===== src/rtl/gb_bg_fetcher.sv =====
// Background/window tile fetcher: walks one row of the tile map, fetches each tile's two
// bitplane bytes from VRAM and hands them to the pixel FIFO over a valid/ready handshake.
module gb_bg_fetcher #(
    parameter logic [12:0] MAP0_BASE   = 13'h1800,
    parameter logic [12:0] MAP1_BASE   = 13'h1C00,
    parameter logic [12:0] SIGNED_BASE = 13'h1000
) (
    input  logic        clock,
    input  logic        reset_n,
    input  logic        start,
    input  logic        abort,
    input  logic [4:0]  tile_x0,
    input  logic [5:0]  tile_count,
    input  logic [4:0]  map_row,
    input  logic [2:0]  fine_y,
    input  logic        map_sel,
    input  logic        data_sel,
    output logic [12:0] vram_addr,
    input  logic [7:0]  vram_q,
    output logic        px_valid,
    input  logic        px_ready,
    output logic [7:0]  px_lo,
    output logic [7:0]  px_hi,
    output logic [4:0]  px_col,
    output logic        busy,
    output logic        done
);

    typedef enum logic [2:0] {IDLE, MAP, MAP_D, TLO, TLO_D, THI, THI_D, PUSH} state_t;

    state_t      state, state_next;
    logic [4:0]  col;
    logic [5:0]  remaining;
    logic [4:0]  row_r;
    logic [2:0]  fine_r;
    logic        map_sel_r;
    logic        data_sel_r;
    logic [5:0]  count_clamped;

    function automatic logic [12:0] map_addr(input logic sel, input logic [4:0] row,
                                             input logic [4:0] c);
        return (sel ? MAP1_BASE : MAP0_BASE) + {3'b000, row, c};
    endfunction

    // Signed mode: the index is sign-extended and scaled by 16; {idx[7], idx, 4'b0}
    // is exactly that value truncated to 13 bits, so the sum wraps naturally.
    function automatic logic [12:0] tile_addr(input logic [7:0] idx, input logic dsel,
                                              input logic [2:0] fy);
        logic [12:0] base;
        base = dsel ? {1'b0, idx, 4'b0000} : SIGNED_BASE + {idx[7], idx, 4'b0000};
        return base + {9'b0, fy, 1'b0};
    endfunction

    assign count_clamped = (tile_count > 6'd32) ? 6'd32 : tile_count;
    assign px_valid      = (state == PUSH);
    assign busy          = (state != IDLE);
    assign px_col        = col;

    always_comb begin
        state_next = state;
        case (state)
            IDLE:    if (start) state_next = (count_clamped == 6'd0) ? IDLE : MAP;
            MAP:     state_next = MAP_D;
            MAP_D:   state_next = TLO;
            TLO:     state_next = TLO_D;
            TLO_D:   state_next = THI;
            THI:     state_next = THI_D;
            THI_D:   state_next = PUSH;
            PUSH:    if (px_ready) state_next = (remaining == 6'd1) ? IDLE : MAP;
            default: state_next = IDLE;
        endcase
        if (abort) state_next = IDLE;
    end

    always_ff @(posedge clock or negedge reset_n) begin
        if (!reset_n) begin
            state <= IDLE;
        end else begin
            state <= state_next;
        end
    end

    always_ff @(posedge clock or negedge reset_n) begin
        if (!reset_n) begin
            vram_addr  <= '0;
            px_lo      <= '0;
            px_hi      <= '0;
            col        <= '0;
            remaining  <= '0;
            row_r      <= '0;
            fine_r     <= '0;
            map_sel_r  <= 1'b0;
            data_sel_r <= 1'b0;
            done       <= 1'b0;
        end else begin
            done <= 1'b0;
            if (!abort) begin
                case (state)
                    IDLE: if (start) begin
                        col        <= tile_x0;
                        remaining  <= count_clamped;
                        row_r      <= map_row;
                        fine_r     <= fine_y;
                        map_sel_r  <= map_sel;
                        data_sel_r <= data_sel;
                        if (count_clamped == 6'd0) done <= 1'b1;
                        else vram_addr <= map_addr(map_sel, map_row, tile_x0);
                    end
                    // Tile index arrives this cycle; go straight to its low-plane address.
                    MAP_D: vram_addr <= tile_addr(vram_q, data_sel_r, fine_r);
                    TLO_D: begin
                        px_lo     <= vram_q;
                        vram_addr <= vram_addr + 13'd1;
                    end
                    THI_D: px_hi <= vram_q;
                    PUSH: if (px_ready) begin
                        col       <= col + 5'd1;
                        remaining <= remaining - 6'd1;
                        if (remaining == 6'd1) done <= 1'b1;
                        else vram_addr <= map_addr(map_sel_r, row_r, col + 5'd1);
                    end
                    default: ;
                endcase
            end
        end
    end

endmodule

===== config.mk =====
export PLATFORM = sky130hd
export DESIGN_NAME = gb_bg_fetcher
export DESIGN_NICKNAME = d
export VERILOG_FILES = /design/src/rtl/gb_bg_fetcher.sv
export SDC_FILE = /design/constraint.sdc
export NUM_CORES = 1
export LEC_CHECK = 0
export CORE_MARGIN = 3
export CORE_UTILIZATION = 47
export CTS_BUF_LIST = sky130_fd_sc_hd__clkbuf_8
export CTS_CLUSTER_SIZE = 12
export DETAILED_ROUTE_END_ITERATION = 10
export PLACE_DENSITY = 0.79
export SLEW_MARGIN = 5
export SYNTH_ARGS = -nofsm -noshare
export SYNTH_HDL_FRONTEND = slang
export SYNTH_SLANG_ARGS = --single-unit

===== constraint.sdc =====
create_clock -name clock -period 1.8 [get_ports clock]
set_input_delay 0.45 -clock clock [delete_from_list [all_inputs] [get_ports clock]]
set_output_delay 0.45 -clock clock [all_outputs]
set_load 0.1 [all_outputs]

==> impl_results.md, run 1 <==
* GRT Residual Overflow at 0
* Combinational group share of total power at 64.8%
* Most numerous cell in the Yosys netlist: sky130_fd_sc_hd__dfrtp_1
* Share of power burned in the clock network at 8.4%
* Number of buffers added to fix hold violations after cts at 0
* Area Overhead vs Synth at 58.7%
* Synth top area share at 43.0%
* Switching power at 4.61 mW
* Setup clock skew after layout at 15.8 ps
* Share of total power in sequential cells at 26.8%
* Number of buffers on the longest clock path at 2
* Yosys cell types at 63
* Summed negative setup slack over all endpoints at -96.1 ps
* Tcrit/Tclk final at 102%
* Max cap viols at 0
* FF-to-FF setup slack at -40 ps
* Core outline area at 6420 sq um
* Count of yosys warnings during synthesis at 0
* Final critical delay including setup and external delays at 1840 ps
* Worst setup path startpoint: state[2]$_DFFE_PN0P_
* Average vias per placed instance at 6.36
* Violations in the final reports: negative setup slack
* Deepest level of the CTS H-tree at 2
* Nets at 488
* Tot Pwr at 8.74 mW
* Clk pin slew, worst setup/hold paths at 110 ps
* Endpoint arrival time on the critical path at 2020 ps
* I/O pin total at 71
* Total routing usage reported by global routing at 26.8%
* HPWL after DPL at 7330 microns
* Int Power at 4.13 mW
* Most frequent cells after synthesis: sky130_fd_sc_hd__dfrtp_1, sky130_fd_sc_hd__nand2_1, sky130_fd_sc_hd__o21ai_0, sky130_fd_sc_hd__nor2_1, sky130_fd_sc_hd__mux2_2
* Reg-to-reg critical path startpoint: state[2]$_DFFE_PN0P_
* Net count after synthesis at 372
* DRC marker count from the first detailed-route iteration at 411
* DIE AREA at 7710 sq um
* Remaining DRCs at 0
* Setup WS post-layout at -38.4 ps
* Leakage power figure at 2.08 nW
* Status: complete, but fails checks
* Combined area of all synthesized cells at 3140 sq um
* Synth Area per Inst at 9.41 sq um
* Setup CP Type: reg2reg
* Power per standard cell area at 1750 nW/um^2
* Total routed wirelength at 10,700 microns
* Crit path max fanout at 13
* Most used flip-flop cell after synthesis: sky130_fd_sc_hd__dfrtp_1
* Number of buffers added by the clock tree synthesis step at 5
* Path category of the worst min-delay check: in2async
* Weighted congestion at the end of routability-driven global placement at 0.938
* Number of storage elements in the synthesis netlist at 54
* IR drop worst, VDD at 1750 uV
* Number of enable flip-flop cells after synthesis at 0
* Vias at 3,358
* Die Span X at 87.8 microns
* Layout cell share with drive strength beyond 1 at 39.0%
* Required arrival time at the worst endpoint at 1980 ps
* Top cells by area in the synthesized netlist: sky130_fd_sc_hd__dfrtp_1, sky130_fd_sc_hd__mux2_2, sky130_fd_sc_hd__o21ai_0, sky130_fd_sc_hd__nand2_1, sky130_fd_sc_hd__a21oi_1
* Worst Setup Start Kind: flop
* Worst r2r dst: vram_addr[3]$_DFFE_PN0P_
* Average routed wire per standard cell at 20.2 microns
* CTS tree: built
* First-pass GRT wire length at 16,300 microns
* Synth area leader: sky130_fd_sc_hd__dfrtp_1
* Vias in the first global route at 3,271
* Worst-Margin Slew at 468 ps
* CTS root buf: sky130_fd_sc_hd__clkbuf_8
* Syn Inst Count at 334
* Antenna violations before repair at 0
* RSZ-0062 raised after global routing: true
* Count of antenna-violating nets left after detailed routing at 0
* Fraction of synthesis flops using an asynchronous set or reset pin at 100%
* Portion of the post-synthesis area used by sequential elements at 43.0%
* Placed cell count at 505
* Standard-cell rows at 29
* Hold violation count in the final report at 0
* Worst Reg2Reg Path Length in Cells at 7
* Max_slew headroom at 68.8%
* Capturing element type of the critical path: flop
* DIE HEIGHT at 87.8 microns
* IO Port Bufs at 70
* Final Setup Violations at 6
* Initial core utilization at 49.0%
* Final slew viol count at 0
* Count of TritonRoute iterations in the first routing pass at 6
* # clock sinks at 54
* Maximum number of pins on one net before global-route repair at 23
* Inserted Diodes at 0
* Insertion delay to the later sink of the worst-skew pair at 320 ps
* Achievable Freq at 0.544 GHz
* Timing endpoint of the critical path: vram_addr[3]$_DFFE_PN0P_
* Fraction of power spent switching nets at 52.8%
* Final std cells w/o fill at 528
metrics by stage:
| step | setup slack, ps | hold WS (ps) | utilization [%] | instance area, sq um |
|---|---|---|---|---|
| final | -38.4 | 45.8 | 77.7 | 4990 |
| after global routing | -152 | 69.4 | 77.7 | 4990 |
| after CTS | -10.2 | 62.3 | 75.3 | 4840 |
| after detailed placement | -524 | 415 | 71.7 | 4600 |
| after global placement | -494 | 405 | 71.7 | 4600 |
| after floorplan | 6.73 | 154 | - | 3160 |
registers in the layout (all words and copies together) (netlist names):
register,flops
vram_addr,13
map_sel_r,1
data_sel_r,1
row_r,5
px_hi,8
done,1
fine_r,3
remaining,6
px_col,5
state,3
px_lo,8
cell families after synthesis:
| logic type | after synthesis | synth area share (%) |
|---|---|---|
| buffers and inverters | 27 | 4.34 |
| DFF | 54 | 43.0 |
| adders and majority gates | 4 | 1.59 |
| muxes | 28 | 9.95 |
| and+or+nand+nor | 115 | 18.4 |
| xor gates and xnor gates | 6 | 1.67 |
| AOI/OAI and AO/OA | 100 | 21.1 |
worst min-delay path by stage:
stage | endpoint | slack (ps) | cells past startpoint
after floorplan | data_sel_r$_DFFE_PN0P_ | 150 | 0
after global placement | vram_addr[12]$_DFFE_PN0P_ | 410 | 1
after detailed placement | vram_addr[12]$_DFFE_PN0P_ | 420 | 1
after CTS | vram_addr[12]$_DFFE_PN0P_ | 60 | 1
after global routing | vram_addr[12]$_DFFE_PN0P_ | 70 | 1
final | vram_addr[12]$_DFFE_PN0P_ | 50 | 1
layer usage:
layer	up-vias	GRT usage, %	wire (microns)
met3	69	5.74	859
met2	217	44.8	5270
met5	-	0	0
met4	0	8.93	492
met1	1615	34.7	4050
li1	1457	-	-
placed cells by master (no fill, tap or decap), types with 6 or more instances in the layout:
| cell | instances |
|---|---|
| sky130_fd_sc_hd__a31oi_1 | 6 |
| sky130_fd_sc_hd__clkdlybuf4s50_1 | 30 |
| sky130_fd_sc_hd__nand2_1 | 36 |
| sky130_fd_sc_hd__a21oi_2 | 6 |
| sky130_fd_sc_hd__buf_12 | 47 |
| sky130_fd_sc_hd__buf_4 | 39 |
| sky130_fd_sc_hd__dfrtp_1 | 38 |
| sky130_fd_sc_hd__o21ai_0 | 27 |
| sky130_fd_sc_hd__nor3_1 | 8 |
| sky130_fd_sc_hd__nand3_1 | 10 |
| sky130_fd_sc_hd__dfrtp_2 | 16 |
| sky130_fd_sc_hd__nor2_1 | 26 |
| sky130_fd_sc_hd__inv_1 | 9 |
| sky130_fd_sc_hd__a21oi_1 | 21 |
| sky130_fd_sc_hd__mux2_2 | 26 |
| sky130_fd_sc_hd__o22ai_1 | 7 |
| sky130_fd_sc_hd__a22oi_1 | 6 |
critical path, cell delays in order, from the launching register on:
cell                       delay (ps)
sky130_fd_sc_hd__dfrtp_2          410
sky130_fd_sc_hd__buf_12           130
sky130_fd_sc_hd__buf_4            190
sky130_fd_sc_hd__nand2_1          120
sky130_fd_sc_hd__a21oi_2          380
sky130_fd_sc_hd__o211ai_4         160
sky130_fd_sc_hd__o21ai_0          190
sky130_fd_sc_hd__o21ai_0          130
power groups by stage:
| stage | Combinational (mW) | Sequential (mW) | Clock (mW) |
|---|---|---|---|
| after floorplan | 1.12 | 4.37 | 0 |
| after global placement | 5.27 | 2.30 | 0 |
| after detailed placement | 5.37 | 2.35 | 0 |
| after CTS | 5.51 | 2.32 | 0.739 |
| after global routing | 5.85 | 2.40 | 0.782 |
| final | 5.66 | 2.34 | 0.735 |
layout make-up:
type                            count  area (sq um)
Sequential cell                    54          1370
Tap cell                           77          96.3
Inverter                           11          41.3
Fill cell                         364          1430
Timing Repair Buffer              123          1610
Multi-Input combinational cell    255          1780
Clock buffer                        5          68.8
Clock inverter                      3          28.8
timing repair:
item                                    4_1_cts  5_1_grt
gates cloned                                  2        0
gates resized for setup                      16       21
setup buffers                                 6        8
pin swaps                                     6        7
endpoints found under the setup margin       21       28
No activity file was read; power rests on OpenSTA's default activity.
==> run 2, diff against run 1 <==
CORE_UTILIZATION = 50   (was 47)
HOLD_SLACK_MARGIN = 0.02   (was not set)
PLACE_DENSITY = 0.8   (was 0.79)
clock period = 2.39 ns   (was 1.8 ns; I/O delays follow)
==> impl_results.md, run 2 (same netlist as run 1, synthesis figures left out) <==
* Final critical delay including setup and external delays at 2260 ps
* Worst-path cell with the longest stage delay: sky130_fd_sc_hd__dfrtp_1
* Combinational group share of total power at 60.3% (-4.5 points)
* Worst path bufs/invs at 3 (+1)
* Path category of the worst min-delay check: in2async
* Power per standard cell area at 1360 nW/um^2 (-22%)
* Register with the most flip-flops: vram_addr
* Registers with the highest flip-flop counts: vram_addr (13), px_hi (8), px_lo (8)
* Critical path cell sequence: buf_4, nor3_2, inv_1, buf_12
* Average vias per placed instance at 5.86 (-7.9%)
* Initial core utilization at 52.5% (+3.5 points)
* Final slew viol count at 0 (unchanged)
* Register cell area after layout at 1350 sq um (-1.5%)
* Int Power at 2.29 mW (-44%)
* Average routed wire per standard cell at 17.0 microns (-16%)
* GRT Residual Overflow at 0 (unchanged)
* Setup CP Type: reg2out
* Pre-CTS WS at -104 ps (+420 ps)
* DRC marker count from the first detailed-route iteration at 238 (-42%)
* First-pass GRT wire length at 13,600 microns (-17%)
* Standard-cell rows at 28 (-3.4%)
* Required arrival time at the worst endpoint at 1790 ps (-190 ps)
* Share of total power in sequential cells at 29.4% (+2.6 points)
* HPWL after DPL at 6120 microns (-17%)
* Setup WS post-layout at 131 ps (+169 ps)
* Count of TritonRoute iterations in the first routing pass at 5 (-1)
* Clk pin slew, worst setup/hold paths at 110 ps (about the same)
* Count of antenna-violating nets left after detailed routing at 0 (unchanged)
* Summed negative setup slack over all endpoints at 0 ps (+96.1 ps)
* RSZ-0062 raised after global routing: false
* IO Port Bufs at 70 (unchanged)
* Insertion delay to the later sink of the worst-skew pair at 320 ps (about the same)
* Max reg flops at 13 (unchanged)
* Maximum number of pins on one net before global-route repair at 55 (+140%)
* CTS tree: built
* IR drop worst, VDD at 1190 uV (-32%)
* Commonest cells after routing, fill and taps aside: sky130_fd_sc_hd__dfrtp_1, sky130_fd_sc_hd__buf_4, sky130_fd_sc_hd__nand2_1
* Max_slew headroom at 52.9% (-16 points)
* Vias in the first global route at 2,697 (-18%)
* Final Setup Violations at 0 (-6)
* CTS root buf: sky130_fd_sc_hd__clkbuf_8
* Remaining DRCs at 0 (unchanged)
* Layout cell share with drive strength beyond 1 at 25.7% (-13 points)
* Achievable Freq at 0.443 GHz
* Max cap viols at 0 (unchanged)
* Status: complete, no violations
* Fraction of power spent switching nets at 57.9% (+5.1 points)
* Most common cell after layout, fill and taps aside: sky130_fd_sc_hd__dfrtp_1
* # clock sinks at 54 (unchanged)
* Number of buffers added to fix hold violations after cts at 0 (unchanged)
* Area Overhead vs Synth at 26.9%
* Fin util at 66.6% (-11 points)
* Vias at 2,853 (-15%)
* Worst Setup Start Kind: flop
* Number of buffers added by the clock tree synthesis step at 5 (unchanged)
* Antenna violations before repair at 0 (unchanged)
* Leakage power figure at 1.70 nW (-18%)
* Endpoint arrival time on the critical path at 1660 ps (-360 ps)
* Tcrit/Tclk final at 94.5%
* Number of fill cells at 487 (+34%)
* Weighted congestion at the end of routability-driven global placement at 0.866 (-7.6%)
* Switching power at 3.15 mW (-32%)
* Hold violation count in the final report at 0 (unchanged)
* Setup clock skew after layout at 9.28 ps (-6.57 ps)
* Share of power burned in the clock network at 10.3% (+1.9 points)
* Core outline area at 5990 sq um (-6.7%)
* DIE HEIGHT at 85.3 microns (-2.8%)
* Hold slack at 369 ps (+323 ps)
* Top Family by Delay on Critical Path: buffers and inverters
* I/O pin total at 71 (unchanged)
* PostCTS Resize Cnt at 0 (-16)
* Capturing element type of the critical path: output pin
* Total setup buffers inserted after CTS at 0 (-6)
* Number of buffers on the longest clock path at 2 (unchanged)
* DIE AREA at 7280 sq um (-5.6%)
* Crit path max fanout at 12 (-1)
* Total routing usage reported by global routing at 23.3% (-3.5 points)
* Combined area of the multi-input logic cells at 1660 sq um (-6.8%)
* Placed cell count at 479 (-5.1%)
* Total routed wirelength at 8290 microns (-22%)
* Nets at 449 (-8.0%)
* Worst-Margin Slew at 707 ps (+239 ps)
* Max incr delay on CP at 540 ps (+130 ps)
* Final std cells w/o fill at 487 (-7.8%)
* Die Span X at 85.3 microns (-2.8%)
* Inserted Diodes at 0 (unchanged)
* Deepest level of the CTS H-tree at 2 (unchanged)
## run 2: layout make-up
type	count	area share [%]
tap	75	2.35
sequential	54	33.9
inverter	11	1.04
clock buffer	5	1.73
timing repair buffer	86	18.8
clock inverter	3	0.721
multi-input combinational	253	41.5
## run 2: power by group through the flow
stage,Sequential (mW),Combinational (mW),Clock [mW]
2_1_floorplan,3.27,0.850,0
5_1_grt,1.66,3.42,0.609
3_5_place_dp,1.61,3.28,0
6_report,1.60,3.28,0.558
4_1_cts,1.59,3.28,0.566
3_3_place_gp,1.60,3.23,0
## run 2: routing by layer
layer  vias up  global-route usage [%]  part of all wire, %
li1       1374                       -                    -
met1      1368                    33.7                   45
met2       103                    36.9                   48
met3         8                    3.88                  5.8
met4         0                    5.18                 0.98
met5         -                       0                    0
## run 2: worst paths after layout
kind                                              to  slack (ps)  cells past startpoint                 start
max                                             busy         130                      4  state[2]$_DFFE_PN0P_
min                        vram_addr[12]$_DFFE_PN0P_         370                      2               reset_n
max reg2reg                 vram_addr[3]$_DFFE_PN0P_         390                      6  state[2]$_DFFE_PN0P_
min reg2reg                     px_lo[4]$_DFFE_PN0P_         520                      1  px_lo[4]$_DFFE_PN0P_
max in group asynchronous     data_sel_r$_DFFE_PN0P_        1530                      2               reset_n
min in group clock              px_lo[4]$_DFFE_PN0P_         520                      1  px_lo[4]$_DFFE_PN0P_
## run 2: stage by stage
step,area [sq um],power [mW]
after floorplan,3140,4.12
after global placement,3890,4.83
after detailed placement,3890,4.89
after CTS,3990,5.44
after global routing,3990,5.69
final,3990,5.44
==> run 3, diff against run 2 <==
GPL_TIMING_DRIVEN = 1   (was not set)
TNS_END_PERCENT = 10   (was not set)
==> results of run 3 <==
Same layout as run 2: the final DEF is identical, and so are final timing and power.
